### config.mk
export PLATFORM = sky130hd
export DESIGN_NAME = uart_fifo_param
export DESIGN_NICKNAME = d
export VERILOG_FILES = /design/src/rtl/uart_fifo_param.sv
export SDC_FILE = /design/constraint.sdc
export NUM_CORES = 1
export LEC_CHECK = 0
export CORE_ASPECT_RATIO = 0.75
export CORE_MARGIN = 3
export CORE_UTILIZATION = 53
export CTS_CLUSTER_DIAMETER = 100
export CTS_CLUSTER_SIZE = 8
export DETAILED_ROUTE_END_ITERATION = 7
export PLACE_DENSITY = 0.76
export SETUP_SLACK_MARGIN = 0.15
export SKIP_CTS_REPAIR_TIMING = 1
export SYNTH_ARGS = -nofsm -noshare
export SYNTH_HDL_FRONTEND = slang
export SYNTH_SLANG_ARGS = --single-unit
### constraint.sdc
create_clock -name clk -period 2.02 [get_ports clk]
set_input_delay 0.202 -clock clk [delete_from_list [all_inputs] [get_ports clk]]
set_output_delay 0.202 -clock clk [all_outputs]
set_load 0.02 [all_outputs]
### src/rtl/uart_fifo_param.sv
// Parameterised synchronous FIFO with selectable first-word-fall-through or registered read,
// occupancy/threshold status and sticky overflow/underflow flags.
module uart_fifo_param #(
    parameter int DATA_WIDTH = 8,
    parameter int DEPTH      = 16,
    parameter int FWFT       = 1
) (
    input  logic                    clk,
    input  logic                    rst,
    input  logic                    flush,
    input  logic                    wr_en,
    input  logic [DATA_WIDTH-1:0]   wr_data,
    input  logic                    rd_en,
    output logic [DATA_WIDTH-1:0]   rd_data,
    output logic                    rd_valid,
    input  logic [$clog2(DEPTH):0]  trig_level,
    input  logic                    err_clr,
    output logic [$clog2(DEPTH):0]  count,
    output logic                    full,
    output logic                    empty,
    output logic                    almost_full,
    output logic                    almost_empty,
    output logic                    thr_trig,
    output logic                    overflow,
    output logic                    underflow
);
    localparam int AW = $clog2(DEPTH);
    localparam logic [AW:0] DEPTH_C = (AW+1)'(DEPTH);

    logic [DATA_WIDTH-1:0] mem_q [DEPTH];
    logic [AW-1:0]         wr_ptr_q, wr_ptr_d;
    logic [AW-1:0]         rd_ptr_q, rd_ptr_d;
    logic [AW:0]           count_q, count_d;
    logic                  overflow_q, overflow_d;
    logic                  underflow_q, underflow_d;
    logic                  wa, ra;

    // A write into a full FIFO is legal only when a read frees the slot in the same cycle.
    assign wa = wr_en & ~flush & (~full | rd_en);
    assign ra = rd_en & ~flush & ~empty;

    assign full         = (count_q == DEPTH_C);
    assign empty        = (count_q == '0);
    assign almost_full  = (count_q >= DEPTH_C - 1'b1);
    assign almost_empty = (count_q <= (AW+1)'(1));
    assign thr_trig     = (trig_level != '0) && (count_q >= trig_level);
    assign count        = count_q;
    assign overflow     = overflow_q;
    assign underflow    = underflow_q;

    always_comb begin
        wr_ptr_d    = wr_ptr_q;
        rd_ptr_d    = rd_ptr_q;
        count_d     = count_q;
        overflow_d  = (wr_en & full & ~rd_en & ~flush) | (overflow_q & ~err_clr);
        underflow_d = (rd_en & empty & ~flush) | (underflow_q & ~err_clr);
        if (flush) begin
            wr_ptr_d = '0;
            rd_ptr_d = '0;
            count_d  = '0;
        end else begin
            if (wa) wr_ptr_d = wr_ptr_q + AW'(1);
            if (ra) rd_ptr_d = rd_ptr_q + AW'(1);
            case ({wa, ra})
                2'b10:   count_d = count_q + 1'b1;
                2'b01:   count_d = count_q - 1'b1;
                default: count_d = count_q;
            endcase
        end
    end

    always_ff @(posedge clk or posedge rst) begin
        if (rst) begin
            wr_ptr_q    <= '0;
            rd_ptr_q    <= '0;
            count_q     <= '0;
            overflow_q  <= 1'b0;
            underflow_q <= 1'b0;
        end else begin
            wr_ptr_q    <= wr_ptr_d;
            rd_ptr_q    <= rd_ptr_d;
            count_q     <= count_d;
            overflow_q  <= overflow_d;
            underflow_q <= underflow_d;
        end
    end

    // Storage is deliberately left out of reset.
    always_ff @(posedge clk) begin
        if (wa) mem_q[wr_ptr_q] <= wr_data;
    end

    generate
        if (FWFT != 0) begin : g_fwft
            assign rd_data  = mem_q[rd_ptr_q];
            assign rd_valid = ~empty;
        end else begin : g_reg
            logic [DATA_WIDTH-1:0] rd_data_q;
            logic                  rd_valid_q;
            always_ff @(posedge clk or posedge rst) begin
                if (rst) begin
                    rd_data_q  <= '0;
                    rd_valid_q <= 1'b0;
                end else begin
                    rd_valid_q <= ra;
                    if (ra) rd_data_q <= mem_q[rd_ptr_q];
                end
            end
            assign rd_data  = rd_data_q;
            assign rd_valid = rd_valid_q;
        end
    endgenerate
endmodule

==> impl_metrics.ini, run 1 <==
[outcome]
outcome = finished, violations left
violations = negative setup slack

[clock_tree]
root_buffer = clkbuf_16
clk_latency_ns = 0.42
cts_tree = yes
clk_pin_slew_ns = 0.06
cts_sinks = 143
numCtsBuffers = 17
cts_buffer_depth = 2
htree_num_levels = 4

[grt]
grt_pass1_vias = 3744
grt_max_degree = 19
grtUsageTotal_pct = 22.3
grt_pass1_wl_um = 21200
grt_antenna_before_repair = 0
overflow = 0

[detailed_routing]
wl_um = 14900
detail_route.first_pass.iterations = 8
drc_errors = 0
wl_per_cell_um = 23.2
routed_via_density = 6.10
ant_nets = 0
drtIter0Drc = 410
vias = 3908

[synth]
synthXorXnorAreaFrac_pct = 1.14
yosysSeqAreaShare_pct = 68.9
synth_top_family_by_area = multiplexers
synth-edff-count = 128
ys.flop_type = edfxtp_1
synth_adder_area_share_pct = 3.06
synth.area.mux_share_pct = 11.5
synthArstFlopShare_pct = 10.5
syn_nets = 415
yosysWarnings = 0
syn_area_um2 = 6120
synthDistinctLibCells = 42
yosys.area_share.simple_pct = 6.23
ys_seq_elements = 143
avgSynthCellArea_um2 = 16.1
synth-compound-area-share_pct = 6.78
syn_inst = 381

[timing]
fmax_mhz = 422
hold_viol_final = 0
period_needed_ns = 2.37
max_slew.worst_pin.slew_ns = 0.649
fin_ws_ns = -0.348
relSlewSlack_pct = 56.6
rsz0062_at_grt = true
drv_slew = 0
min_period_over_period_pct = 117
finalSetupViolCount = 16
skew_ns = 0.00815
whs_ns = 0.161

[critical_path]
cp.arrival_ns = 2.17
crit_slowest_cell = dfrtp_2
crit_path_end_kind = output port
critPathMaxFanout = 5
max_stage_delay_ns = 0.51
path_cells = buf_12 -> buf_4 -> mux2_2 -> o21ai_1 -> a21oi_2 -> a22oi_2 -> nand2_1 -> buf_2
crit_family = flip-flops
worst_setup_path_start_kind = flop
path_buf_inv = 3
timing_worst_setup_path_type = flop to output port
cp_data_required_time_ns = 1.82

[job]
drv_cap = 0

[floorplanning]
core_area_um2 = 11100
start_util_pct = 55.1
die_w_um = 130
die_h_um = 99.1
dieArea_um2 = 12900
fp-row-count = 33
io_pins = 40

[place]
io_buffers = 39
place.gp.congestion = 0.908
place_hpwl_um = 9070
place_ws_ns = -0.294
dpl-instance-area_um2 = 7060

[power]
p_leak_nw = 2.95
powerDensity_nw_per_um2 = 1150
ir_worst_vdd_mv = 0.825

[finish]
syn_to_final_growth_pct = 33.2
final_nets = 522
drive_above_1_share_pct = 40.5
fin_util_pct = 73.5
n_antenna_cell = 0
nFillCells = 631
stdcell_area_um2 = 8160

[hold_path]
worstHoldPathType = input pin to async pin
-- stage by stage --
| step | instances | TNS, ns | total power [mW] |
|---|---|---|---|
| 3_5_place_dp | 590 | -2.97 | 5.66 |
| 4_1_cts | 622 | -9.05 | 8.71 |
| 6_report | 641 | -3.44 | 9.36 |
| 2_1_floorplan | 381 | -3.38 | 4.76 |
| 3_3_place_gp | 590 | -2.54 | 5.62 |
| 5_1_grt | 641 | -5.12 | 9.71 |
-- synth_stat cells (all sizes together) (9+ instances only) --
cell type / instances / area share (%)
inv: 13 / 0.80
clkbuf: 12 / 0.76
o21ai: 22 / 1.8
mux4: 16 / 5.9
mux2i: 24 / 3.9
a21oi: 15 / 1.2
nor2: 14 / 0.86
ha: 15 / 3.1
dfrtp: 15 / 6.1
and2: 17 / 1.7
mux2: 9 / 1.7
edfxtp: 128 / 63
nand2: 14 / 0.86
a221oi: 9 / 1.3
-- power breakdown --
group	total [mW]	switching [mW]	internal, mW
Sequential	3.38	0.0850	3.30
Clock	3.09	1.26	1.83
Combinational	2.88	1.36	1.52
-- area by class of cell --
cell class,instances,area [um2],area share [%]
Timing Repair Buffer,107,1010,12.4
Tap cell,140,175,2.15
Sequential cell,143,4220,51.8
Inverter,14,70.1,0.859
Clock inverter,15,161,1.98
Multi-Input combinational cell,205,2090,25.6
Clock buffer,17,425,5.21
-- cells by family (layout without fill, tap and decap cells) --
kind of cell,Yosys count,count (layout)
buf+inv,33,153
xor+xnor,8,8
simple gates,69,69
flops,143,143
fa+ha+maj,15,15
compound gates,64,64
mux,49,49
-- layer usage --
layer | up-vias | GRT usage (%) | wire, um
met5 | - | 0 | 0
met4 | 0 | 7.11 | 256
met3 | 27 | 5.96 | 1280
met2 | 222 | 32.4 | 7000
met1 | 1952 | 33.1 | 6350
li1 | 1707 | - | -
-- registers in the layout, summed over array words and instances, names as in the netlist --
register / count
count: 5
rd_ptr_q: 4
underflow: 1
wr_ptr_q: 4
mem_q: 128
overflow: 1
-- path summary, 6_finish.rpt --
kind,startpoint,slack [ns],to,cells past startpoint
hold / removal,rst,0.16,wr_ptr_q[0],2
hold reg to reg,overflow,0.49,overflow,2
setup / recovery,rd_ptr_q[0],-0.35,rd_data[4],8
setup reg to reg,count[0],-0.12,count[1],9
max in group asynchronous,rst,1.41,rd_ptr_q[0],2
min in group clk,err_clr,0.38,underflow,2
-- cells in the final DEF, fill, tap and decap left out, types with 13 or more instances in the layout --
| cell | instances |
|---|---|
| clkdlybuf4s50_1 | 24 |
| mux4_2 | 16 |
| clkbuf_16 | 19 |
| buf_6 | 18 |
| buf_4 | 52 |
| mux2i_1 | 22 |
| o21ai_1 | 13 |
| and2_4 | 16 |
| edfxtp_1 | 128 |
(Power assumes the default switching activity.)
==> inputs of run 2 (changes only) <==
Settings changed: RECOVER_POWER set to 100.
==> run 2 against run 1 <==
  * The flow still finishes with violations (negative setup slack)
  * Critical path depth unchanged
  * Non-clock buffer count unchanged
  * Sequential cell count unchanged
  * Core utilization down 0.60 points
==> impl_metrics.ini, run 2 (synthesized netlist as in run 1, its figures left out) <==
[outcome]
outcome = finished, violations left
violations = negative setup slack

[grt]
grt_max_degree = 19
grtUsageTotal_pct = 22.3
grt_antenna_before_repair = 0
grt_pass1_wl_um = 21200
grt_pass1_vias = 3744
overflow = 0

[clock_tree]
cts_tree = yes
clk_latency_ns = 0.41
cts_buffer_depth = 2
clk_pin_slew_ns = 0.06
cts_sinks = 143
htree_num_levels = 4
numCtsBuffers = 17
root_buffer = clkbuf_16

[power]
p_switching_mw = 2.69
p_seq_share_pct = 36.4
p_leak_nw = 2.93
powerDensity_nw_per_um2 = 1150
ir_worst_vdd_mv = 0.825
p_int_mw = 6.60
switching_share_pct = 28.9
comb_power_share_pct = 30.3
clock_power_share_pct = 33.3

[floorplanning]
die_h_um = 99.1
start_util_pct = 55.1
io_pins = 40
fp-row-count = 33
die_w_um = 130
core_area_um2 = 11100
dieArea_um2 = 12900

[job]
drv_cap = 0

[timing]
whs_ns = 0.297
finalSetupViolCount = 105
max_slew.worst_pin.slew_ns = 0.649
rsz0062_at_grt = true
period_needed_ns = 2.37
skew_ns = 0.00488
fmax_mhz = 421
fin_ws_ns = -0.353
drv_slew = 0
min_period_over_period_pct = 117
hold_viol_final = 0
relSlewSlack_pct = 56.6

[detailed_routing]
wl_um = 14900
wl_per_cell_um = 23.2
vias = 3894
routed_via_density = 6.07
drc_errors = 0
detail_route.first_pass.iterations = 7
ant_nets = 0
drtIter0Drc = 399

[finish]
nFillCells = 646
final_common_cell = edfxtp_1
largest_reg_flops = 128
n_antenna_cell = 0
syn_to_final_growth_pct = 32.2
sequential_cell_area_um2 = 4220
final_cell_mix = edfxtp_1, buf_4, mux2i_1
stdcell_area_um2 = 8090
drive_above_1_share_pct = 39.5
multiInputGateArea_um2 = 2050
final_nets = 522
top_register = mem_q
fin_util_pct = 72.9

[critical_path]
worst_setup_path_start_kind = flop
critPathMaxFanout = 4
timing_worst_setup_path_type = flop to flop
cp.arrival_ns = 2.67
crit_path_end_kind = flop
cp_data_required_time_ns = 2.31

[hold_path]
worstHoldPathType = input pin to async pin

[place]
place.gp.congestion = 0.908
dpl-instance-area_um2 = 7060
place_hpwl_um = 9070
io_buffers = 39
## run 2: layout make-up
cell class / instances / area share [%]
clock inverter: 15 / 1.99
multi-input combinational: 205 / 25.4
timing repair buffer: 107 / 12.2
clock buffer: 17 / 5.26
sequential: 143 / 52.2
tap: 140 / 2.16
inverter: 14 / 0.835
## run 2: power groups by stage
stage          logic, mW  clock network [mW]  registers [mW]
2_1_floorplan       1.30                   0            3.46
3_3_place_gp        2.21                   0            3.41
3_5_place_dp        2.25                   0            3.41
4_1_cts             2.26                3.10            3.35
5_1_grt             2.98                3.26            3.39
6_report            2.82                3.09            3.38
## run 2: stage by stage
stage	cells	setup slack (ns)	power, mW	setup TNS, ns
after CTS	622	-0.786	8.71	-9.05
final	641	-0.353	9.28	-15.45
after floorplan	381	-0.0765	4.76	-3.38
after global placement	590	-0.280	5.62	-2.54
after global routing	641	-0.435	9.63	-24.47
after detailed placement	590	-0.294	5.66	-2.97
## run 2: worst paths after layout
path / startpoint / endpoint / slack, ns / cells after the start
worst min-delay path: rst / wr_ptr_q[0] / 0.30 / 2
worst max-delay path: count[0] / count[1] / -0.35 / 8
min in group clk: err_clr / underflow / 0.39 / 2
max in group asynchronous: rst / rd_ptr_q[0] / 1.28 / 2
worst min register to register: overflow / overflow / 0.48 / 2
worst max register to register: count[0] / count[1] / -0.35 / 8
## run 2: layer usage
layer	vias up	part of all wire (%)	track usage, %
met1	1945	42	33.1
met2	216	47	32.4
met4	0	1.7	7.11
met5	-	0	0
li1	1708	-	-
met3	25	9.5	5.96
## run 2: worst max-delay path: stages, from the launching register on
cell and delay [ns]:
dfrtp_2 0.41, inv_1 0.11, clkbuf_1 0.16, ha_4 0.15, or4b_1 0.63, buf_6 0.20, or2b_1 0.22, o21ai_1 0.09
a311oi_1 0.28
==> inputs of run 3 (changes only) <==
Settings changed: ABC_AREA set to 0.
==> results of run 3 <==
Same layout as run 2: the final DEF is identical, and so are final timing and power.
